$ cat config.mk
export PLATFORM = sky130hd
export DESIGN_NAME = mux_nx1_arb
export DESIGN_NICKNAME = d
export VERILOG_FILES = /design/src/rtl/mux_pkg.sv /design/src/rtl/rr_arbiter.sv /design/src/rtl/mux_nx1_arb.sv
export SDC_FILE = /design/constraint.sdc
export NUM_CORES = 1
export LEC_CHECK = 0
export ABC_AREA = 1
export CORE_MARGIN = 5
export CORE_UTILIZATION = 53
export DETAILED_ROUTE_END_ITERATION = 7
export DONT_BUFFER_PORTS = 1
export GPL_ROUTABILITY_DRIVEN = 0
export PLACE_DENSITY = 0.65
export SYNTH_ARGS = -nofsm -noshare
export SYNTH_HDL_FRONTEND = slang
export SYNTH_HIERARCHICAL = 1
export SYNTH_SLANG_ARGS = --single-unit
$ cat constraint.sdc
create_clock -name clk -period 3 [get_ports clk]
set_input_delay 0.3 -clock clk [delete_from_list [all_inputs] [get_ports clk]]
set_output_delay 0.3 -clock clk [all_outputs]
set_load 0.005 [all_outputs]
$ cat src/rtl/mux_pkg.sv
// Shared constants and helpers for the registered N-to-1 mux and its arbiter.
package mux_pkg;

  localparam int MUX_MODE_FIXED = 0;
  localparam int MUX_MODE_RR    = 1;

  function automatic int sel_w(input int n);
    return $clog2(n);
  endfunction

endpackage

$ cat src/rtl/rr_arbiter.sv
// Rotating-priority arbiter: grants the first requester found scanning
// ptr, ptr+1, ..., N-1, 0, ..., ptr-1. Output is one-hot plus its index.
module rr_arbiter
  import mux_pkg::*;
#(
  parameter int N     = 4,
  parameter int SEL_W = sel_w(N)
) (
  input  logic [N-1:0]     req,
  input  logic [SEL_W-1:0] ptr,
  input  logic             en,
  output logic [N-1:0]     gnt,
  output logic [SEL_W-1:0] gnt_idx
);

  // ptr is always below N, so one conditional subtract is enough to wrap.
  function automatic int wrap_idx(input int base, input int off);
    int s;
    s = base + off;
    return (s >= N) ? s - N : s;
  endfunction

  logic found;

  // NOTE: every output of a combinational block gets a default before any
  // branch; a path that leaves one unassigned would infer a latch.
  always_comb begin
    gnt     = '0;
    gnt_idx = '0;
    found   = 1'b0;
    for (int k = 0; k < N; k++) begin
      if (en && !found && req[wrap_idx(int'(ptr), k)]) begin
        gnt[wrap_idx(int'(ptr), k)] = 1'b1;
        gnt_idx                     = SEL_W'(wrap_idx(int'(ptr), k));
        found                       = 1'b1;
      end
    end
  end

endmodule

$ cat src/rtl/mux_nx1_arb.sv
// Registered N-to-1 multiplexer with per-channel valid/ready handshakes,
// fixed-select or round-robin channel choice, and a one-entry output slot.
module mux_nx1_arb
  import mux_pkg::*;
#(
  parameter int WIDTH = 8,
  parameter int N     = 4,
  parameter int MODE  = MUX_MODE_FIXED,
  parameter int SEL_W = sel_w(N)
) (
  input  logic               clk,
  input  logic               rst,
  input  logic [N*WIDTH-1:0] in_data,
  input  logic [N-1:0]       in_valid,
  output logic [N-1:0]       in_ready,
  input  logic [SEL_W-1:0]   select,
  input  logic               out_ready,
  output logic [WIDTH-1:0]   m_out,
  output logic               out_valid,
  output logic [SEL_W-1:0]   out_chan
);

  localparam logic [SEL_W-1:0] LAST_IDX = SEL_W'(N - 1);

  logic [WIDTH-1:0] chan_data [N];
  logic [N-1:0]     gnt;
  logic [SEL_W-1:0] gnt_idx;
  logic [SEL_W-1:0] ptr;
  logic             free;
  logic             grant_en;
  logic             xfer;

  for (genvar i = 0; i < N; i++) begin : g_unpack
    assign chan_data[i] = in_data[i*WIDTH +: WIDTH];
  end

  // The slot can take new data when empty or when it empties this cycle;
  // reset masks every grant so nothing is consumed from a producer.
  assign free     = !out_valid || out_ready;
  assign grant_en = free && !rst;

  if (MODE == MUX_MODE_RR) begin : g_rr
    rr_arbiter #(
      .N     (N),
      .SEL_W (SEL_W)
    ) u_arb (
      .req     (in_valid),
      .ptr     (ptr),
      .en      (grant_en),
      .gnt     (gnt),
      .gnt_idx (gnt_idx)
    );

    logic unused_select;
    assign unused_select = ^select;
  end else begin : g_fixed
    // Out-of-range select values (possible for non-power-of-two N) grant nothing.
    always_comb begin
      gnt     = '0;
      gnt_idx = select;
      if (grant_en && ({1'b0, select} < (SEL_W+1)'(N)) && in_valid[select]) begin
        gnt[select] = 1'b1;
      end
    end

    logic unused_ptr;
    assign unused_ptr = ^ptr;
  end

  assign in_ready = gnt;
  assign xfer     = |gnt;

  // NOTE: registered state uses non-blocking assignments so every flop
  // samples pre-edge values regardless of statement order.
  // NOTE: the data register is reset too, because a cleared m_out is part of
  // the visible reset state rather than a don't-care.
  always_ff @(posedge clk) begin
    if (rst) begin
      out_valid <= 1'b0;
      m_out     <= '0;
      out_chan  <= '0;
      ptr       <= '0;
    end else begin
      if (xfer) begin
        m_out     <= chan_data[gnt_idx];
        out_chan  <= gnt_idx;
        out_valid <= 1'b1;
        if (MODE == MUX_MODE_RR) begin
          ptr <= (gnt_idx == LAST_IDX) ? '0 : gnt_idx + 1'b1;
        end
      end else if (out_ready) begin
        out_valid <= 1'b0;
      end
    end
  end

endmodule

# ---- Word-level counts from Yosys, hierarchy flattened
# Cells that the tools add are included.
dict set report word_totals {
  reg_bits 11
  out_inout_bits 15
}
dict set report classes {
  n_lt_le_gt_ge 3
  n_bitwise 1
  reduce_logical 8
  muxes 10
}
# operator n
set op_table {}
lappend op_table {{$bmux W8 S2} 1}
lappend op_table {{$mux W8} 2}
lappend op_table {{$mux W1} 4}
lappend op_table {{$mux W4} 1}
lappend op_table {{$reduce_or A4 Y1} 1}
lappend op_table {{$ge A3 B3 Y1 const B} 1}
lappend op_table {{$logic_and A1 B1 Y1} 3}
lappend op_table {{$lt A2 B3 Y1 const B} 1}
lappend op_table {{$not A2 Y3} 1}
lappend op_table {{$bmux W1 S2} 1}
lappend op_table {{$demux W1 S2} 1}
lappend op_table {{$ge A2 B1 Y1 const B} 1}
lappend op_table {{$logic_not A1 Y1} 2}
lappend op_table {{$reduce_bool A2 Y1} 1}
lappend op_table {{$logic_or A1 B1 Y1} 1}

# ---- Depth between registers and ports, before layout
# Gate-level depths: netlist of run 1.
dict set report logic_depth {
  word_depth 7
  mapped_depth 9
}

# ---- Worst setup path after synthesis of run 1
# OpenSTA, ideal clock, no wires.
dict set report synth_path {
  kind {in2out}
  from {input port select[0]}
  to {output port in_ready[0]}
  path_stages 8
  required_ps 2700
  t_arrival_ps 950
  setup_slack_ps 1750
  path_buffers 1
  cell_sequence {inv_2 nand2_1 nand2_1 nand2_1 nand2_2 buf_6 nand2_2 nor3_2}
}
dict set report synth_via {
  elab_chain_len 5
  word_cells_on_any_way 9
  classes_between {2 x order compare; 5 x mux; 2 x reduce/logical}
}
# element line_no
set synth_rtl {}
lappend synth_rtl {{from (decl)} mux_nx1_arb.sv:16} ;# input logic [SEL_W-1:0] select,
lappend synth_rtl {{$lt A2 B3 Y1 (implied by the code) / $ge A2 B1 Y1 (equally long branches)} mux_nx1_arb.sv:62} ;# gnt[select] = 1'b1;
lappend synth_rtl {{$logic_and A1 B1 Y1 (implied by the code)} mux_nx1_arb.sv:62}
lappend synth_rtl {{$mux W1 (implied by the code)} mux_nx1_arb.sv:62}
lappend synth_rtl {{$demux W1 S2} mux_nx1_arb.sv:62}
lappend synth_rtl {{$mux W4 (*)} mux_nx1_arb.sv:61} ;# if (grant_en && ({1'b0, select} < (SEL_W+1)'(N)) && in_valid[select]) begin
lappend synth_rtl {{to (decl)} mux_nx1_arb.sv:15} ;# output logic [N-1:0] in_ready,
# Mark *: on every way between the ends. The rest lies on a longest branch, timed or not. The select of a mux whose other input is x is not followed.

# ---- Final worst setup path of run 1
dict set report layout_path {
  from {register out_valid}
  to {output port in_ready[0]}
}
dict set report layout_via {
  elab_chain_len 5
}
# element line_no
set layout_rtl {}
lappend layout_rtl {{from (decl)} mux_nx1_arb.sv:19} ;# output logic out_valid,
lappend layout_rtl {{from (signal assigned)} mux_nx1_arb.sv:79} ;# out_valid <= 1'b0;
lappend layout_rtl {{from (signal assigned)} mux_nx1_arb.sv:87} ;# out_valid <= 1'b1;
lappend layout_rtl {{from (signal assigned)} mux_nx1_arb.sv:92} ;# out_valid <= 1'b0;
lappend layout_rtl {{$logic_not A1 Y1} mux_nx1_arb.sv:39} ;# assign free = !out_valid || out_ready;
lappend layout_rtl {{$logic_or A1 B1 Y1} mux_nx1_arb.sv:39}
lappend layout_rtl {{$logic_and A1 B1 Y1} mux_nx1_arb.sv:40} ;# assign grant_en = free && !rst;
lappend layout_rtl {{$logic_and A1 B1 Y1} mux_nx1_arb.sv:61}
lappend layout_rtl {{$mux W4} mux_nx1_arb.sv:61}
# No other way between the ends.

==> reports/metrics.csv, run 1 <==
metric,value,unit
tns,0,ns
relSlewSlack,0.700,
crit_end,in_ready[0],
numPortBuffers,0,
synthTopCellsByCount,"nand2_1, nand3_1, nor2_1",
grt_pass1_wl,3310,um
fin_cells,150,
rsz0062_at_grt,no,
synth_most_common_cell,nand2_1,
holdBufCountCts,0,
internal_power,0.000235,W
end_kind,primary output,
sw_frac_of_total,0.303,
min_period,1.68,ns
initial_utilization,0.546,
syn_inst,137,
grt_pass1_vias,772,
firstDrtPassIters,4,
ys_warn_count,6,
drcViolationCount,0,
leakagePower,0.388,nW
gr-total-overflow,0,
fmax,594,MHz
cp.arrival,1.38,ns
yosys.cell_types.count,18,
skew,0.000311,ns
finalSetupViolations,0,
num_vias,836,
yosys-top-cells-area,"dfxtp_1, nand2_1, nand3_1",
drt_wl_total,2040,um
clock_latency,0.26,ns
power_switching,0.000102,W
postSynthAreaPerCell,5.94,um2
critPathKind,register to primary output,
cts_htree_levels,1,
synthToLayoutAreaGrowth,-1.54,%
p_comb_frac,0.215,
die_area,2420,um2
r2r_setup_slack,1.79,ns
ctsLongestPathBuffers,2,
required,2.70,ns
fp.dieH,49.2,um
start_kind,register,
cts-buffers-inserted,3,
core_area,1490,um2
ios,56,
place_inst,146,
ant_nets,0,
drt_iter0_drc,16,
drt-vias-per-instance,5.57,
grtUsageTotal,0.167,
syn_area,813,um2
fin_nets,176,
post-synth-top-area-cell,dfxtp_1,
holdWs,0.0882,ns
r2r.worst_path.cells,6,
async_flop_share,0,
hp-class,input pin to register,
place_ws,1.47,ns
yosysTopAreaCellShare,0.271,
powerDensity,421,nW/um2
grt_start_max_net_pins,22,
cts.repair.resized,0,
r2r-start,out_valid,
ir_drop,0.329,mV
layout-drive-gt1-share,0.0896,
syn_nets,178,
diodes,0,
die_x,49.2,um
drv_slew,0,
wire_per_inst,13.6,um
crit_fanout,19,
ys_seq_elements,11,
antenna_found_initial,0,
synth_edf_count,0,
hold_viol,0,
crit_path_start,out_valid,
root_buffer,clkbuf_4,
cts_tree,yes,
num_rows,14,
period_share,0.561,
cap_violations,0,
pwr-share-seq,0.491,
clockPowerShare,0.295,
r2r-end,out_chan[0],
worst_slew_pin_slew,0.449,ns
clkSinkCount,11,
synth_ff_type,dfxtp_1,
synth_seq_area_share,0.271,
final_util,0.538,
setup_ws,1.32,ns
post-cts-setup-buffers,0,
status,completed,
cts.clk_slew.worst_paths,0.07,ns
hpwl,1580,um
[worst max-delay path: stages (launching register included)]
cell and delay (ns):
dfxtp_1 0.32, inv_1 0.05, nor2_1 0.06, nor2_4 0.36, nand2_2 0.15, nor3_2 0.17
[cells by family (layout without fill, tap and decap cells)]
| logic type | Yosys count | in the layout | synth area share |
|---|---|---|---|
| buffers and inverters | 13 | 10 | 0.100 |
| flip-flops | 11 | 11 | 0.271 |
| AO/OA/AOI/OAI | 11 | 11 | 0.0723 |
| AND/OR/NAND/NOR | 102 | 102 | 0.557 |
[cells in the final DEF, fill, tap and decap left out, drive strengths merged]
cell	n
dfxtp	11
nor3	1
a21oi	10
nand2	48
clkbuf	4
nand3	31
clkinv	2
nor2	22
o21ai	1
inv	4
[power groups by stage]
| stage | sequential (W) | clock (W) | combinational, W |
|---|---|---|---|
| floorplan | 0.000167 | 0 | 0.0000762 |
| global placement | 0.000169 | 0 | 0.0000708 |
| detailed placement | 0.000169 | 0 | 0.0000724 |
| CTS | 0.000166 | 0.000103 | 0.0000725 |
| global route | 0.000166 | 0.000111 | 0.0000845 |
| finish | 0.000165 | 0.0000992 | 0.0000723 |
[per-layer routing]
layer	share of wire	vias up	wire, um	GRT usage
met1	0.45	362	916	0.206
met3	0.10	0	214	0.0979
met2	0.45	36	910	0.260
met4	0	0	0	0.0135
met5	0	-	0	0
li1	-	438	-	-
[worst min-delay path by stage]
stage	from	to	slack (ns)	cells after the start
2_1_floorplan	rst	out_chan[0]	0.36	1
3_3_place_gp	rst	out_chan[0]	0.37	1
3_5_place_dp	rst	out_chan[0]	0.37	1
4_1_cts	rst	out_chan[0]	0.08	1
5_1_grt	rst	out_chan[0]	0.07	1
6_report	rst	out_chan[0]	0.09	1
[through the flow]
step / total power, W / cell area (um2)
finish: 0.000337 / 801
global route: 0.000362 / 801
CTS: 0.000341 / 801
detailed placement: 0.000241 / 774
global placement: 0.000240 / 774
floorplan: 0.000243 / 813
[cell type report]
type	count	area [um2]
well taps	16	20.0
clock buffers	4	26.3
inverters	6	22.5
fillers	166	688
flip-flops and latches	11	220
multi-input cells	113	512
[state kept, by name, summed over array words and instances, names as in the netlist]
signal	count
m_out	8
out_chan	2
out_valid	1
No activity file was read; power rests on OpenSTA's default activity.
==> run 2, diff against run 1 <==
==> constraint.sdc (replaced) <==
create_clock -name clk -period 1.6 [get_ports clk]
set_input_delay 0.16 -clock clk [delete_from_list [all_inputs] [get_ports clk]]
set_output_delay 0.16 -clock clk [all_outputs]
set_load 0.005 [all_outputs]
==> run 2 against run 1 <==
Effect of this change:
- clock skew rose by 0.0042 ns
- design area up 4.1%
- highest routed layer unchanged
- clock power rose by 86%
- core utilization increased by 2.2 points
- global-route usage fell by 0.12 points
- register-to-register slack got worse by 1.4 ns
- sequential share of layout area shrank 1.1 points
- die area stayed put
- largest cell class unchanged
- critical endpoint unchanged
- routed wire length increased by 2.5%
==> reports/metrics.csv, run 2 (synthesis results as in run 1) <==
metric,value,unit
finalSetupViolations,0,
holdPathEnd,out_chan[1],
skew,0.00452,ns
num_rows,14,
cts_htree_levels,1,
firstDrtPassIters,4,
ant_nets,0,
ctsLongestPathBuffers,2,
grtUsageTotal,0.166,
hpwl,1580,um
regMostFlops,m_out,
diodes,0,
status,completed,
drcViolationCount,0,
grt_start_max_net_pins,22,
powerDensity,768,nW/um2
wire_per_inst,13.6,um
grt_pass1_vias,779,
placed_area,774,um2
power_switching,0.000192,W
required,1.44,ns
root_buffer,clkbuf_4,
ios,56,
grt_pass1_wl,3320,um
pwr-share-seq,0.484,
antenna_found_initial,0,
start_kind,register,
cts.clk_slew.worst_paths,0.07,ns
core_area,1490,um2
hold_viol,0,
die_area,2420,um2
numPortBuffers,0,
reg.largest.list,"m_out: 8 flops, out_chan: 2 flops, out_valid: 1 flops",
clkSinkCount,11,
r2r_setup_slack,0.41,ns
r2r-end,m_out[1],
rsz0062_at_grt,no,
cts.repair.resized,0,
cts-buffers-inserted,3,
sw_frac_of_total,0.300,
finalInstanceArea,833,um2
synthToLayoutAreaGrowth,2.46,%
r2r-start,out_valid,
critPathKind,register to primary output,
cts_tree,yes,
leakagePower,0.408,nW
min_period,1.36,ns
crit_fanout,8,
fin_nets,180,
report.power.total,0.000640,W
largest_register_ffs,8,
internal_power,0.000448,W
period_share,0.850,
die_x,49.2,um
r2r.worst_path.cells,6,
hp-class,input pin to register,
end_kind,primary output,
drt_wl_total,2090,um
final_util,0.560,
num_vias,856,
ir_drop,0.649,mV
cap_violations,0,
drt_iter0_drc,9,
final_common_cell,nand2_1,
most-common-layout-cells,"nand2_1, nand3_1, nor2_1",
whs_path_depth,2,
tns,0,ns
cp.arrival,1.20,ns
clockPowerShare,0.289,
holdWs,0.0586,ns
relSlewSlack,0.749,
fmax,735,MHz
worst_slew_pin_slew,0.375,ns
drv_slew,0,
fp.dieH,49.2,um
layout-drive-gt1-share,0.109,
clock_latency,0.27,ns
min_from,select[1],
drt-vias-per-instance,5.56,
initial_utilization,0.546,
gr-total-overflow,0,
p_comb_frac,0.227,
==> run 2: cell count changes in the layout (fill, tap and decap cells not counted), sizes merged <==
cell         previous run  this run
buf                     0         3
dlygate4sd3             0         1
==> run 2: layer usage <==
| metal | track usage | vias to the layer above | wire [um] |
|---|---|---|---|
| met4 | 0 | 0 | 0 |
| met2 | 0.277 | 38 | 973 |
| met3 | 0.0917 | 0 | 237 |
| li1 | - | 443 | - |
| met1 | 0.197 | 375 | 879 |
| met5 | 0 | - | 0 |
==> run 2: cell type report <==
| cell class | instances | area, um2 |
|---|---|---|
| Clock buffer | 4 | 26.3 |
| Sequential cell | 11 | 220 |
| Fill cell | 157 | 656 |
| Tap cell | 16 | 20.0 |
| Multi-Input combinational cell | 113 | 512 |
| Timing Repair Buffer | 4 | 32.5 |
| Inverter | 6 | 22.5 |
==> run 2: worst max path at each step <==
stage	end	cells after the start	startpoint	slack, ns
5_1_grt	in_ready[3]	5	out_valid	0.14
2_1_floorplan	m_out[0]	6	out_valid	0.50
3_3_place_gp	in_ready[0]	5	out_valid	0.39
6_report	in_ready[0]	5	out_valid	0.24
4_1_cts	in_ready[0]	5	out_valid	0.07
3_5_place_dp	in_ready[0]	5	out_valid	0.38
==> run 2: timing repair <==
action                     in CTS  in global routing
buffers inserted                0                  3
setup endpoints to repair       0                  3
hold endpoints to repair        2                  0
hold buffers                    1                  0
==> run 2: worst max-delay path, stage by stage (launching register included) <==
cell,delay (ns)
dfxtp_1,0.32
inv_1,0.05
nor2_1,0.06
nor2_4,0.22
nand2_2,0.12
nor3_2,0.15
==> run 2: metrics by stage <==
stage / setup slack [ns] / std cells
after floorplan: 0.502 / 137
after global placement: 0.394 / 146
after detailed placement: 0.378 / 146
after CTS: 0.0713 / 151
after global routing: 0.138 / 154
final: 0.240 / 154
==> run 2: power by group through the flow <==
stage	clock network, W	logic, W	registers, W
6_report	0.000185	0.000145	0.000310
2_1_floorplan	0	0.000143	0.000313
3_5_place_dp	0	0.000135	0.000317
5_1_grt	0.000205	0.000168	0.000313
4_1_cts	0.000189	0.000138	0.000311
3_3_place_gp	0	0.000133	0.000317
